File: src/rtl/alu6_issue.sv
// Issue/writeback stage feeding an external combinational 6-bit ALU: instruction FIFO,
// 4x6 register file, IDLE->EXEC->WB sequencer. Define ALU6_ISSUE_FLAGS_EN for wb_zf/wb_nf.
module alu6_issue #(
  parameter int DEPTH = 4
) (
  input  logic       clk,
  input  logic       rst,
  input  logic       in_valid,
  output logic       in_ready,
  input  logic [1:0] in_op,
  input  logic [1:0] in_rd,
  input  logic [1:0] in_ra,
  input  logic [1:0] in_rb,
  output logic [5:0] alu_a,
  output logic [5:0] alu_b,
  output logic [1:0] alu_c,
  input  logic [5:0] alu_f,
  output logic       wb_valid,
  output logic [1:0] wb_rd,
  output logic [5:0] wb_data,
  output logic       busy,
  input  logic [1:0] dbg_sel,
  output logic [5:0] dbg_data
`ifdef ALU6_ISSUE_FLAGS_EN
  ,
  output logic       wb_zf,
  output logic       wb_nf
`endif
);

  localparam int AW = $clog2(DEPTH);

  typedef struct packed {
    logic [1:0] op;
    logic [1:0] rd;
    logic [1:0] ra;
    logic [1:0] rb;
  } instr_t;

  typedef enum logic [1:0] {
    IDLE = 2'd0,
    EXEC = 2'd1,
    WB   = 2'd2
  } state_t;

  instr_t        fifo_mem [DEPTH];
  logic [AW-1:0] wr_ptr;
  logic [AW-1:0] rd_ptr;
  logic [AW:0]   count;
  logic          full;
  logic          empty;
  logic          push;
  logic          pop;
  instr_t        head;

  state_t        state;
  logic [1:0]    rd_q;
  logic [5:0]    rf [4];

  assign full     = (count == (AW + 1)'(DEPTH));
  assign empty    = (count == '0);
  assign in_ready = !full;
  assign push     = in_valid && in_ready;
  assign pop      = (state == IDLE) && !empty;
  assign head     = fifo_mem[rd_ptr];
  assign busy     = !empty || (state != IDLE);
  assign dbg_data = rf[dbg_sel];

  // NOTE: FIFO payload storage has no reset; validity is tracked by count, so
  // stale contents are never observed and the array maps to plain RAM/flops.
  always_ff @(posedge clk) begin
    if (push) fifo_mem[wr_ptr] <= instr_t'{in_op, in_rd, in_ra, in_rb};
  end

  // Pointers wrap naturally because DEPTH is a power of two.
  always_ff @(posedge clk or posedge rst) begin
    if (rst) begin
      wr_ptr <= '0;
      rd_ptr <= '0;
      count  <= '0;
    end else begin
      if (push) wr_ptr <= wr_ptr + 1'b1;
      if (pop)  rd_ptr <= rd_ptr + 1'b1;
      case ({push, pop})
        2'b10:   count <= count + 1'b1;
        2'b01:   count <= count - 1'b1;
        default: count <= count;
      endcase
    end
  end

  // NOTE: the register file is reset (unlike the FIFO payload) because its
  // contents are architecturally visible: operands and dbg_data must read 0.
  always_ff @(posedge clk or posedge rst) begin
    if (rst) begin
      state    <= IDLE;
      alu_a    <= '0;
      alu_b    <= '0;
      alu_c    <= '0;
      rd_q     <= '0;
      wb_valid <= 1'b0;
      wb_rd    <= '0;
      wb_data  <= '0;
`ifdef ALU6_ISSUE_FLAGS_EN
      wb_zf    <= 1'b0;
      wb_nf    <= 1'b0;
`endif
      for (int i = 0; i < 4; i++) rf[i] <= '0;
    end else begin
      case (state)
        IDLE: begin
          if (pop) begin
            alu_a <= rf[head.ra];
            alu_b <= rf[head.rb];
            alu_c <= head.op;
            rd_q  <= head.rd;
            state <= EXEC;
          end
        end
        EXEC: begin
          // ALU inputs have been stable for a full cycle; capture its result.
          wb_valid <= 1'b1;
          wb_rd    <= rd_q;
          wb_data  <= alu_f;
`ifdef ALU6_ISSUE_FLAGS_EN
          wb_zf    <= (alu_f == 6'd0);
          wb_nf    <= alu_f[5];
`endif
          state    <= WB;
        end
        WB: begin
          rf[rd_q] <= alu_f;
          wb_valid <= 1'b0;
`ifdef ALU6_ISSUE_FLAGS_EN
          wb_zf    <= 1'b0;
          wb_nf    <= 1'b0;
`endif
          state    <= IDLE;
        end
        default: state <= IDLE;
      endcase
    end
  end

endmodule
File: config.mk
export PLATFORM = sky130hd
export DESIGN_NAME = alu6_issue
export DESIGN_NICKNAME = d
export VERILOG_FILES = /design/src/rtl/alu6_issue.sv
export SDC_FILE = /design/constraint.sdc
export NUM_CORES = 1
export LEC_CHECK = 0
export BUFFER_PORTS_ARGS = -buffer_cell sky130_fd_sc_hd__buf_2
export CAP_MARGIN = 20
export CORE_MARGIN = 2
export CORE_UTILIZATION = 48
export CTS_CLUSTER_SIZE = 8
export DETAILED_ROUTE_END_ITERATION = 7
export GPL_TIMING_DRIVEN = 0
export PLACE_DENSITY_LB_ADDON = 0.2
export REMOVE_ABC_BUFFERS = 1
export SYNTH_ARGS = -nofsm -noshare
export SYNTH_HDL_FRONTEND = slang
export SYNTH_SLANG_ARGS = --single-unit
File: constraint.sdc
create_clock -name clk -period 2.26 [get_ports clk]
set_input_delay 0 -clock clk [delete_from_list [all_inputs] [get_ports clk]]
set_output_delay 0 -clock clk [all_outputs]
set_load 0.005 [all_outputs]
* Word level (Yosys, flattened, before mapping)
Memory sizes are Yosys's and may differ from the RTL's. Cells that the tools add are included.
Storage, ports and cells: register bits after elaboration 58, RAM bits 32, logic and storage cells 65, bits of input ports 19, memories 1, output and inout bits 31
Memory list:
- fifo_mem | depth 4, bits a word 8, read ports 1, clocked after memory_dff 0, wr ports 1, RTL line 46 | instr_t fifo_mem [DEPTH];
Cells by class: reductions and logical operators 12, bitwise operators 4, mux-type cells 18, $lt $le $gt $ge 5, $add $sub $neg 4, eq/ne operators 6
Operator list (count):
- 6-bit 2-to-1 mux | 7
- 6-bit binary-select mux with 2-bit select | 3
- 24-bit bitwise mux | 1
- 6-bit demux with 2-bit select | 1
- 3-bit greater-or-equal comparator (second input constant) | 4
- 2-bit inverter with 3-bit output | 4
- 3-bit one-hot mux with 2 select lines | 1
- 2-bit nonzero test | 3
- 2-bit by 1-bit adder with 2-bit output (second input constant) | 2
- 2-bit by 1-bit == test with 1-bit output (second input constant) | 2
- 2-bit == test (second input constant) | 2
- 2-bit one-hot mux with 2 select lines | 1
- 3-bit by 1-bit adder with 3-bit output (second input constant) | 1
- 3-bit == test (second input constant) | 1
- 1-bit logical AND | 3
- 3-bit logical NOT | 1
- 3-bit by 1-bit less-than comparator with 1-bit output (second input constant) | 1
- 3-bit by 1-bit subtractor with 3-bit output (second input constant) | 1
- 1-bit logical NOT | 2
- 2-bit logical NOT | 1
- 1-bit 2-to-1 mux | 2
- 2-bit 2-to-1 mux | 1
- 2-bit inequality test (second input constant) | 1
- 1-bit one-hot mux with 2 select lines | 1
- 2 further kinds | 2

* Depth between registers and ports, before layout
Gate-level depths: netlist of the first run.
depth in word-level cells 6, depth in mapped cells 10, gate-level depth less buffers 10

* Worst setup path after synthesis of the first run
OpenSTA, ideal clock, no wires.
kind reg-to-reg, start point reg count[0], end point reg count[2], clock period less this slack 2.180 ns, required time 2.181 ns, stages on the path, launching flop included 10, buffers on the path 0, data arrival time 2.101 ns, library setup time 0.079 ns, path slack 0.080 ns, cell sequence dfrtp_1 or3b_1 and2_1 inv_1 ha_1 inv_1 fa_1 xor2_1 nor2_1 xor2_1
On the way: cells in the longest elaborated chain, start to end 5, elaborated cells between the ends (all ways) 12, those cells by class 2 x add/sub; 3 x eq/ne; 1 x mux; 6 x reduce/logical
Ends and longest elaborated chain:
- start: declaration | RTL line 49 | logic [AW:0] count;
- start signal: assignment | RTL line 85 | 2'b10: count <= count + 1'b1;
- start signal: assignment | RTL line 86 | 2'b01: count <= count - 1'b1;
- start signal: assignment | RTL line 87 | default: count <= count;
- 3-bit == test (*) | RTL line 60 | assign full = (count == (AW + 1)'(DEPTH));
- 1-bit logical NOT (*) | RTL line 62 | assign in_ready = !full;
- net in_ready | RTL line 9 | output logic in_ready,
- 1-bit logical AND (*) | RTL line 63 | assign push = in_valid && in_ready;
- 2-bit by 1-bit == test with 1-bit output or 2-bit == test (tied branches) | RTL line 84 | case ({push, pop})
- 3-bit one-hot mux with 2 select lines or 2-bit nonzero test (tied branches)
Mark *: on every way through the listed nets, which the timed path passes. The rest lies on a longest branch. A chain may end at the register's enable or synchronous reset.

* Final worst setup path of the first run
start point reg count[1], end point reg count[2]
On the way: cells in the longest elaborated chain, start to end 5, elaborated cells between the ends (all ways) 12, those cells by class 2 x add/sub; 3 x eq/ne; 1 x mux; 6 x reduce/logical
Ends and longest elaborated chain (RTL line):
- 3-bit == test or 3-bit logical NOT (tied branches) | 60, 61
- 1-bit logical NOT (on tied branches) | 62, 64
- 1-bit logical AND (on tied branches) | 63, 64
- 2-bit by 1-bit == test with 1-bit output or 2-bit == test (tied branches) | 84
- 3-bit one-hot mux with 2 select lines or 2-bit nonzero test (tied branches)
Several ways; a longest one is shown, not always the timed one.

==> metrics.txt, run 1 <==
Chip Height approximately 95 um; EDFF count, synth 32; Max Fanout on Critical Path 6; critical path type flip-flop to flip-flop; Mapped Area 0.00401 mm^2; DR WL/cell roughly 18 um; VDD IR-drop max 0.799 mV; unrepaired setup endpoints after global routing no; # setup viols final 0; Slew Limit Fails 0; Fin Setup TNS 0 ps; CTS Buffer Depth 2; Inserted Clock Buffers 9; Placer Congestion 0.755; Post-DP Area 0.00437 mm^2; grt ovf 0; period utilization 95.0%; die span in x ~95 um; largest net degree at the start of global routing 32; Residual DRC 0; Detailed Route WL ~8000 um; first-pass GRT wire length around 13,000 um; Rows 33; PnR worst setup slack 113 ps; Tot GR Track Use between 10% and 20%; number of max-cap violations 0; layout cells sized above 1 ~40%; Synth area leader dfrtp_1; Synth-to-Final Area Change 19.2%; maximum clock frequency approximately 0.47 GHz; status complete, no violations; synthesized area per cell between 15 and 20 um^2; Vias/cell between 5 and 6; H-Tree Depth 3; slew margin rel. 53.3%; ant diodes 0; Final Hold Vio Count 0; met1 Track Usage GR a little over a quarter; Cell Pwr Density approximately 1400 mW/mm^2; top_reg_cell synth dfrtp_1; Synth Register Bits 90; grt peak-use layer met2; initial DRC count roughly 140; number of global-route vias before repair 2,380; top-count cell post-synth dfrtp_1; nets@finish between 300 and 400; Initial Util between 40% and 50%; antenna violations before repair 0; root buffer cell clkbuf_8; Distinct cells, synth 29; grt met2 use 29.9%; Worst-path clk slew ~80 ps; antenna-violating nets left 0; static leakage just over 2 nW; clock tree from TritonCTS done; clk sinks 90; Place WS -319 ps; ys async rst share 64.4%; R2R cell count 9; CP Capture Type flip-flop; Core Area a little over 0.008 mm^2; Seq/Total Area, Yosys about three fifths; Worst EP arrival roughly 2400 ps; Mapped Cells between 200 and 300; Pre-antenna DRT Iters 4; # port buffers roughly 50; fin area between 0.004 and 0.005 mm^2; Critical Path Source Type flip-flop; Worst EP required around 2500 ps; I/O pins 50; type of the tightest min-delay check input port to async pin; Slew @ Worst Pin approximately 700 ps; top post-synthesis cells by count dfrtp_1 (58), mux2_2 (37), edfxtp_1 (32); area share of the largest cell type after synthesis a little over a third; die area ~0.0091 mm^2; Worst Clk Skew just over 6 ps; Yosys warnings 0; final core utilization between 50 and 60%; DR vias roughly 2,400; cells taking the most area after synthesis dfrtp_1 (36%), edfxtp_1 (24%), mux2_2 (10%), mux4_2 (7.9%), mux2i_1 (5.5%); GRT met3 Usage approximately 3.8%; post-DP HPWL 5300 um; Tmin final ~2100 ps; worst-skew pair later-pin latency 350 ps
-- power breakdown --
part | internal [mW] | switching (mW) | total, mW | leakage (nW)
clock | 0.512 | 0.560 | 1.07 | 0.0851
combinational | 1.52 | 1.30 | 2.82 | 0.978
sequential | 2.37 | 0.530 | 2.90 | 0.977
total | 4.40 | 2.39 | 6.79 | 2.04
-- routing by layer --
metal	up-vias	share of wire [%]
li1	1108	-
met1	1230	46
met2	53	49
met3	10	3.8
met4	0	1.4
met5	-	0
-- final cells by class --
class,instances,area [um^2]
fillers,674,3390
multi-input cells,147,1530
clock buffers,10,128
repair buffers,72,470
flip-flops and latches,90,2420
inverters,11,43.8
well taps,105,131
clock inverters,6,66.3
-- placed cells by master, fill, tap and decap left out, drive strengths merged, types with 2 or more instances in the layout --
cell,count
dfrtp,58
buf,56
mux2,39
edfxtp,32
nand2,26
mux2i,22
dlygate4sd3,16
mux4,14
inv,12
o221ai,10
ha,10
clkbuf,10
nand2b,4
xnor2,4
and3,4
clkinvlp,4
o221a,2
nand3b,2
xor2,2
-- flip-flops by register name (all words and copies together), names as in the netlist --
name,flops
alu_b,6
wb_rd,2
fifo_mem,32
alu_c,2
state,2
count,3
wb_valid,1
wr_ptr,2
rd_ptr,2
wb_data,6
rd_q,2
alu_a,6
rf,24
-- cells by family after synthesis --
family	after synthesis	share of synthesized area, %
flip-flops	90	60.1
multiplexers	75	24.5
AND/OR/NAND/NOR	42	5.08
buffers and inverters	18	2.09
AO/OA/AOI/OAI	13	3.27
adder cells (fa/ha/maj)	11	3.62
XOR/XNOR	6	1.31
-- per-stage QoR --
| stage | hold slack, ps | power (mW) | std cells |
|---|---|---|---|
| global placement | 214 | 5.54 | 402 |
| global route | 361 | 7.29 | 441 |
| CTS | 317 | 6.78 | 436 |
| finish | 300 | 6.79 | 441 |
| floorplan | 98.9 | 4.75 | 248 |
| detailed placement | 154 | 5.64 | 403 |
-- what timing repair did --
item,CTS,global route
endpoints found under the setup margin,10,1
cloned,0,0
pin swaps,1,4
hold endpoints to repair,93,0
gates resized for setup,4,5
buffers inserted,1,5
hold buffers,16,0
-- path summary, 6_finish.rpt --
kind,from,endpoint,slack (ps)
setup / recovery,count[1],count[2],110
hold / removal,rst,wr_ptr[0],300
setup reg to reg,count[1],count[2],110
hold reg to reg,alu_c[1],alu_c[1],480
max in group asynchronous,rst,wb_data[4],1370
min in group clk,in_rb[1],fifo_mem[1][1],390
-- critical path, stage by stage (launching register included) --
cell	delay [ps]
dfrtp_2	440
or3b_4	440
and2_4	160
inv_1	50
ha_2	170
inv_1	50
fa_2	330
xor2_1	150
nor2_1	120
xor2_1	160
Note: power is estimated with default switching activity, not from simulation.
==> inputs of run 2 (changes only) <==
--- a/config.mk
+++ b/config.mk
@@ -5,6 +5,7 @@
 export SDC_FILE = /design/constraint.sdc
 export NUM_CORES = 1
 export LEC_CHECK = 0
+export ABC_AREA = 1
 export BUFFER_PORTS_ARGS = -buffer_cell sky130_fd_sc_hd__buf_2
 export CAP_MARGIN = 20
 export CORE_MARGIN = 2
==> run 2 against run 1 <==
  * Final cell count is 47% higher
  * Maximum frequency up 3.1%
  * Sequential cell count did not move
  * Largest cell class unchanged
==> metrics.txt, run 2 <==
status complete, no violations (unchanged); Initial Util 49.4% (was 49.1%); switching fraction of total power 44.7% (was 35.2%); Net Sw Power 3.22 mW (was 2.39 mW); grt ovf 0 (unchanged); commonest non-fill, non-tap cell in the layout nand2_1 (was dfrtp_1); Synth-to-Final Area Change 14.6% (was 19.2%); ant diodes 0 (unchanged); cells taking the most area after synthesis dfrtp_1 (34%), edfxtp_1 (22%), nand2_1 (11%), nand3_1 (6.5%), o21ai_0 (4.9%) (was dfrtp_1 (36%), edfxtp_1 (24%), mux2_2 (10%), mux4_2 (7.9%), mux2i_1 (5.5%)); critical path type flip-flop to flip-flop (unchanged); Worst EP required 2500 ps (was 2530 ps); cell family with most CP delay adder cells (was simple AND/OR/NAND/NOR gates); Inserted Clock Buffers 9 (unchanged); Vias/cell 5.15 (was 5.44); capturing point of the worst reg2reg path count[2] (unchanged); Pre-antenna DRT Iters 5 (was 4); Slew Limit Fails 0 (unchanged); layout cells sized above 1 17.0% (was 40.5%); CTS Buffer Depth 2 (unchanged); Yosys warnings 0 (unchanged); Post-DP Area 0.00456 mm^2 (was 0.00437 mm^2); # port buffers 49 (unchanged); DR WL/cell 14.2 um (was 18.0 um); area share of the largest cell type after synthesis 33.8% (was 36.2%); Flop pwr share 39.1% (was 42.7%); Mapped Area 0.00429 mm^2 (was 0.00401 mm^2); Detailed Route WL 9250 um (was 7950 um); root buffer cell clkbuf_8 (unchanged); Distinct cells, synth 25 (was 29); slew margin rel. 46.2% (was 53.3%); worst r2r src state[0] (was count[1]); hold endpoint wr_ptr[1]; Worst EP arrival 2320 ps (was 2420 ps); # setup viols final 0 (unchanged); fin area 0.00491 mm^2 (was 0.00478 mm^2); Critical Path Max Stage Delay 410 ps (was 440 ps); Cell Int Power 3.98 mW (was 4.40 mW); unrepaired setup endpoints after global routing no (unchanged); Worst path slowest cell dfrtp_1 (was dfrtp_2); Worst-path clk slew 90 ps (was 80 ps); hold slack final 8.49 ps (was 300 ps); initial DRC count 263 (was 139); most frequent cells in the layout nand2_1 (120), dfrtp_1 (57), nand3_1 (56), buf_2 (49), inv_1 (45) (was dfrtp_1 (54), buf_2 (49), mux2_2 (37), edfxtp_1 (32), nand2_1 (26)); Finished Layout Cells 649 (was 441); synthesized area per cell 8.95 um^2 (was 15.7 um^2); Residual DRC 0 (unchanged); Pwr Total 7.20 mW (was 6.79 mW); Placer Congestion 0.817 (was 0.755); top post-synthesis cells by count nand2_1 (122), dfrtp_1 (58), nand3_1 (56) (was dfrtp_1 (58), mux2_2 (37), edfxtp_1 (32)); Logic pwr share 46.9% (was 41.5%); Mapped Cells 479 (was 255); Chip Height 98.5 um (was 95.4 um); antenna-violating nets left 0 (unchanged); Core Area 0.00868 mm^2 (was 0.00818 mm^2); Largest register FFs 32 (unchanged); die span in x 98.5 um (was 95.4 um); Largest regs fifo_mem (32), rf (24) (unchanged); CP Capture Type flip-flop (unchanged); Rows 34 (was 33); Seq/Total Area, Yosys 56.2% (was 60.1%); Synth Register Bits 90 (unchanged); Hold Path Depth 3; Synth area leader dfrtp_1 (unchanged); period utilization 92.1% (was 95.0%); Critical Path Source Type flip-flop (unchanged); Tot GR Track Use 20.0% (was 19.0%); Inst Count DP 616 (was 403); Cell Pwr Density 1460 mW/mm^2 (was 1420 mW/mm^2); worst-skew pair later-pin latency 370 ps (was 350 ps); CP Cell Sequence inv_2 > ha_2 > nand2_4 > clkinvlp_4 > ha_1 > inv_1 > fa_1 > a21oi_1 > o21ai_0 > xor2_1 (was or3b_4 > and2_4 > inv_1 > ha_2 > inv_1 > fa_2 > xor2_1 > nor2_1 > xor2_1); die area 0.00971 mm^2 (was 0.00910 mm^2); top_reg_cell synth dfrtp_1 (unchanged); DR vias 3,345 (was 2,401); type of the tightest min-delay check input port to flip-flop (was input port to async pin); Final Hold Vio Count 0 (unchanged); nets@finish 566 (was 361); largest net degree at the start of global routing 44 (was 32); FF-to-FF setup slack 180 ps (was 110 ps); post-DP HPWL 6300 um (was 5300 um); EDFF count, synth 32 (unchanged); Slew @ Worst Pin 804 ps (was 700 ps); Max Fanout on Critical Path 15 (was 6); Worst Clk Skew 13.2 ps (was 6.23 ps); first-pass GRT wire length 15,500 um (was 12,700 um); static leakage 2.33 nW (was 2.04 nW); Fillers 812 (was 674); hold path start in_valid; CP bufs+invs 3 (was 2); antenna violations before repair 0 (unchanged); R2R cell count 10 (was 9); ys async rst share 64.4% (unchanged); maximum clock frequency 0.480 GHz (was 0.466 GHz); Fin Setup TNS 0 ps (unchanged); clk sinks 90 (unchanged); VDD IR-drop max 0.688 mV (was 0.799 mV); Tmin final 2080 ps (was 2150 ps); number of global-route vias before repair 3,143 (was 2,380); top-count cell post-synth nand2_1 (was dfrtp_1); clock tree from TritonCTS done (unchanged); H-Tree Depth 3 (unchanged); I/O pins 50 (unchanged); number of max-cap violations 0 (unchanged); Biggest register fifo_mem (unchanged); Clock Power Share 14.0% (was 15.8%)
==> run 2: worst reg2reg max path, stage by stage (launching register included) <==
cell,delay [ps]
dfrtp_1,410
inv_2,100
ha_2,210
nand2_4,140
clkinvlp_4,120
ha_1,130
inv_1,60
fa_1,380
a21oi_1,140
o21ai_0,110
xor2_1,150
==> run 2: how the worst max path moves through the flow <==
stage | start | end | slack, ps | cells after the start
floorplan | state[0] | count[2] | -150 | 10
global route | state[0] | count[2] | 50 | 10
CTS | state[0] | count[2] | 100 | 10
detailed placement | state[0] | count[2] | -690 | 10
finish | state[0] | count[2] | 180 | 10
global placement | state[0] | count[2] | -650 | 10
==> run 2: logic make-up (layout without fill, tap and decap cells) <==
family	count (synthesis)	after routing	share of synthesized area, %
buffers and inverters	73	135	7.85
AO/OA/AOI/OAI	77	77	9.10
adder cells (fa/ha/maj)	11	11	3.38
flip-flops	90	90	56.2
XOR/XNOR	4	4	0.817
AND/OR/NAND/NOR	224	224	22.6
==> run 2: cell type report <==
class | count | area (um^2) | share of cell area, %
inverters | 52 | 206 | 4.20
repair inverters | 1 | 5.00 | 0.102
well taps | 108 | 135 | 2.75
clock buffers | 10 | 128 | 2.60
repair buffers | 66 | 423 | 8.61
flip-flops and latches | 90 | 2410 | 49.1
clock inverters | 6 | 50.0 | 1.02
multi-input cells | 316 | 1550 | 31.6
==> run 2: routing by layer <==
layer	GRT usage, %	vias up	routed length (um)
met2	30.8	107	4260
met5	0	-	0
met4	6.64	0	139
met1	28.6	1547	4330
met3	4.26	13	520
li1	-	1678	-
==> run 2: timing repair <==
item                       in CTS  in global routing
hold endpoints to repair      118                  0
hold buffers                   15                  0
setup endpoints to repair       3                 10
gates cloned                    1                  0
setup buffers                   1                  0
resized for setup               3                  5
==> run 2: per-stage QoR <==
stage               util, %  worst slack (ps)
floorplan                 -              -146
global placement       52.3              -655
detailed placement     52.5              -686
CTS                    56.5               101
global route           56.6              48.2
finish                 56.6               178
==> run 2: power groups by stage <==
stage / Clock (mW) / Combinational (mW) / Sequential, mW
after floorplan: 0 / 2.31 / 2.75
after global routing: 1.09 / 3.88 / 2.90
after detailed placement: 0 / 3.25 / 2.84
after CTS: 1.03 / 3.36 / 2.81
after global placement: 0 / 3.14 / 2.82
final: 1.01 / 3.37 / 2.82
==> inputs of run 3 (changes only) <==
--- a/config.mk
+++ b/config.mk
@@ -13,7 +13,7 @@
 export CTS_CLUSTER_SIZE = 8
 export DETAILED_ROUTE_END_ITERATION = 7
 export GPL_TIMING_DRIVEN = 0
-export PLACE_DENSITY_LB_ADDON = 0.2
+export PLACE_DENSITY = 0.75
 export REMOVE_ABC_BUFFERS = 1
 export SYNTH_ARGS = -nofsm -noshare
 export SYNTH_HDL_FRONTEND = slang
==> run 3 against run 2 <==
  * Final cell count increased by 0.15%
  * Hold slack improved by 73 ps
  * Critical endpoint unchanged
  * Sequential cell count unchanged
  * Largest cell class unchanged
  * Clock skew about the same
  * Design area increased by 0.36%
==> metrics.txt, run 3 (synthesized netlist as in run 2, its figures left out) <==
FF-to-FF setup slack 160 ps (was 180 ps); Worst-path clk slew 90 ps (about the same); DR vias 3,423 (was 3,345); Slew Limit Fails 0 (unchanged); CP Capture Type flip-flop (unchanged); Initial Util 49.4% (unchanged); Worst EP required 2500 ps (about the same); most frequent cells in the layout nand2_1 (121), dfrtp_1 (57), nand3_1 (56), buf_2 (49), inv_1 (47) (was nand2_1 (120), dfrtp_1 (57), nand3_1 (56), buf_2 (49), inv_1 (45)); Placer Congestion 0.866 (was 0.817); initial DRC count 180 (was 263); Worst Clk Skew 13.6 ps (was 13.2 ps); Tot GR Track Use 20.4% (was 20.0%); Hold Path Depth 3 (unchanged); capturing point of the worst reg2reg path count[2] (unchanged); critical path type flip-flop to flip-flop (unchanged); antenna-violating nets left 0 (unchanged); grt ovf 0 (unchanged); Max Fanout on Critical Path 8 (was 15); Vias/cell 5.27 (was 5.15); hold endpoint wr_ptr[0] (was wr_ptr[1]); Rows 34 (unchanged); I/O pins 50 (unchanged); clock tree from TritonCTS done (unchanged); Pwr Total 7.28 mW (was 7.20 mW); ant diodes 0 (unchanged); Tmin final 2100 ps (was 2080 ps); Synth-to-Final Area Change 15.0% (was 14.6%); Largest register FFs 32 (unchanged); root buffer cell clkbuf_8 (unchanged); die span in x 98.5 um (unchanged); maximum clock frequency 0.477 GHz (was 0.480 GHz); Biggest register fifo_mem (unchanged); # port buffers 49 (unchanged); Final Hold Vio Count 0 (unchanged); commonest non-fill, non-tap cell in the layout nand2_1 (unchanged); Fillers 804 (was 812); Cell Pwr Density 1480 mW/mm^2 (was 1460 mW/mm^2); cell family with most CP delay adder cells (unchanged); CTS Buffer Depth 2 (unchanged); Chip Height 98.5 um (unchanged); worst r2r src count[0] (was state[0]); number of max-cap violations 0 (unchanged); clk sinks 90 (unchanged); CP bufs+invs 1 (was 3); Pre-antenna DRT Iters 5 (unchanged); die area 0.00971 mm^2 (unchanged); Critical Path Max Stage Delay 420 ps (was 410 ps); post-DP HPWL 6240 um (was 6300 um); H-Tree Depth 3 (unchanged); Slew @ Worst Pin 870 ps (was 804 ps); Residual DRC 0 (unchanged); VDD IR-drop max 0.654 mV (was 0.688 mV); worst-skew pair later-pin latency 360 ps (was 370 ps); # setup viols final 0 (unchanged); cell mode on critical path nand2_1; period utilization 92.8% (was 92.1%); type of the tightest min-delay check input port to flip-flop (unchanged); DR WL/cell 14.4 um (was 14.2 um); number of global-route vias before repair 3,357 (was 3,143); unrepaired setup endpoints after global routing no (unchanged); CP Cell Sequence nor2_1 > nand2_1 > nand2_1 > ha_1 > inv_1 > fa_1 > a21oi_1 > o21ai_0 > xor2_1 (was inv_2 > ha_2 > nand2_4 > clkinvlp_4 > ha_1 > inv_1 > fa_1 > a21oi_1 > o21ai_0 > xor2_1); static leakage 2.35 nW (was 2.33 nW); first-pass GRT wire length 15,900 um (was 15,500 um); Largest regs fifo_mem (32), rf (24) (unchanged); Worst EP arrival 2340 ps (was 2320 ps); R2R cell count 9 (was 10); Inserted Clock Buffers 9 (unchanged); hold path start in_valid (unchanged); Worst path slowest cell dfrtp_1 (unchanged); Fin Setup TNS 0 ps (unchanged); status complete, no violations (unchanged); nets@finish 567 (was 566); largest net degree at the start of global routing 34 (was 44); Critical Path Source Type flip-flop (unchanged); layout cells sized above 1 16.4% (was 17.0%); Detailed Route WL 9390 um (was 9250 um); antenna violations before repair 0 (unchanged); slew margin rel. 41.8% (was 46.2%); Core Area 0.00868 mm^2 (unchanged)
==> run 3: tightest hold or removal path, cell delays in order <==
cell     delay, ps
buf_2           90
nand2_1        210
xor2_1         100
==> run 3: worst max-delay path by stage <==
stage	startpoint	end	slack [ps]	cells past startpoint
6_report	count[0]	count[2]	160	9
5_1_grt	count[0]	count[2]	20	9
4_1_cts	state[0]	count[2]	100	10
3_5_place_dp	state[0]	count[2]	-710	10
3_3_place_gp	state[0]	count[2]	-630	10
2_1_floorplan	state[0]	count[2]	-150	10
==> run 3: report_power, final <==
| group | switching [mW] | internal (mW) |
|---|---|---|
| Clock | 0.583 | 0.486 |
| Sequential | 0.459 | 2.36 |
| Combinational | 2.17 | 1.22 |
==> run 3: routing by layer <==
metal / up-vias / share of wire, % / global-route usage, %
met5: - / 0 / 0
met4: 0 / 2.9 / 8.75
met3: 23 / 5.8 / 3.19
met2: 120 / 47 / 33.4
met1: 1607 / 44 / 27.3
li1: 1673 / - / -
==> run 3: area by class of cell <==
cell class | count | area [um^2] | area share, %
Inverter | 52 | 206 | 4.19
Timing Repair Buffer | 67 | 430 | 8.73
Tap cell | 108 | 135 | 2.74
Sequential cell | 90 | 2410 | 48.9
Clock inverter | 4 | 32.5 | 0.660
Clock buffer | 12 | 160 | 3.25
Multi-Input combinational cell | 316 | 1550 | 31.4
Timing Repair inverter | 1 | 5.00 | 0.101
==> run 3: metrics by stage <==
| stage | cell area [um^2] | util [%] | instances | setup WS, ps | hold WS [ps] |
|---|---|---|---|---|---|
| after floorplan | 4160 | - | 458 | -146 | 98.9 |
| after global placement | 4540 | 52.3 | 615 | -631 | 213 |
| after detailed placement | 4560 | 52.5 | 616 | -705 | 82.2 |
| after CTS | 4920 | 56.7 | 649 | 99.1 | 67.5 |
| after global routing | 4930 | 56.8 | 650 | 22.3 | 121 |
| final | 4930 | 56.8 | 650 | 162 | 81.9 |
==> run 3: what timing repair did <==
item | CTS | global route
gates cloned | 1 | 0
pin swaps | 0 | 1
setup endpoints to repair | 3 | 7
setup buffers | 1 | 1
hold endpoints to repair | 84 | 0
resized for setup | 3 | 1
hold buffers | 15 | 0
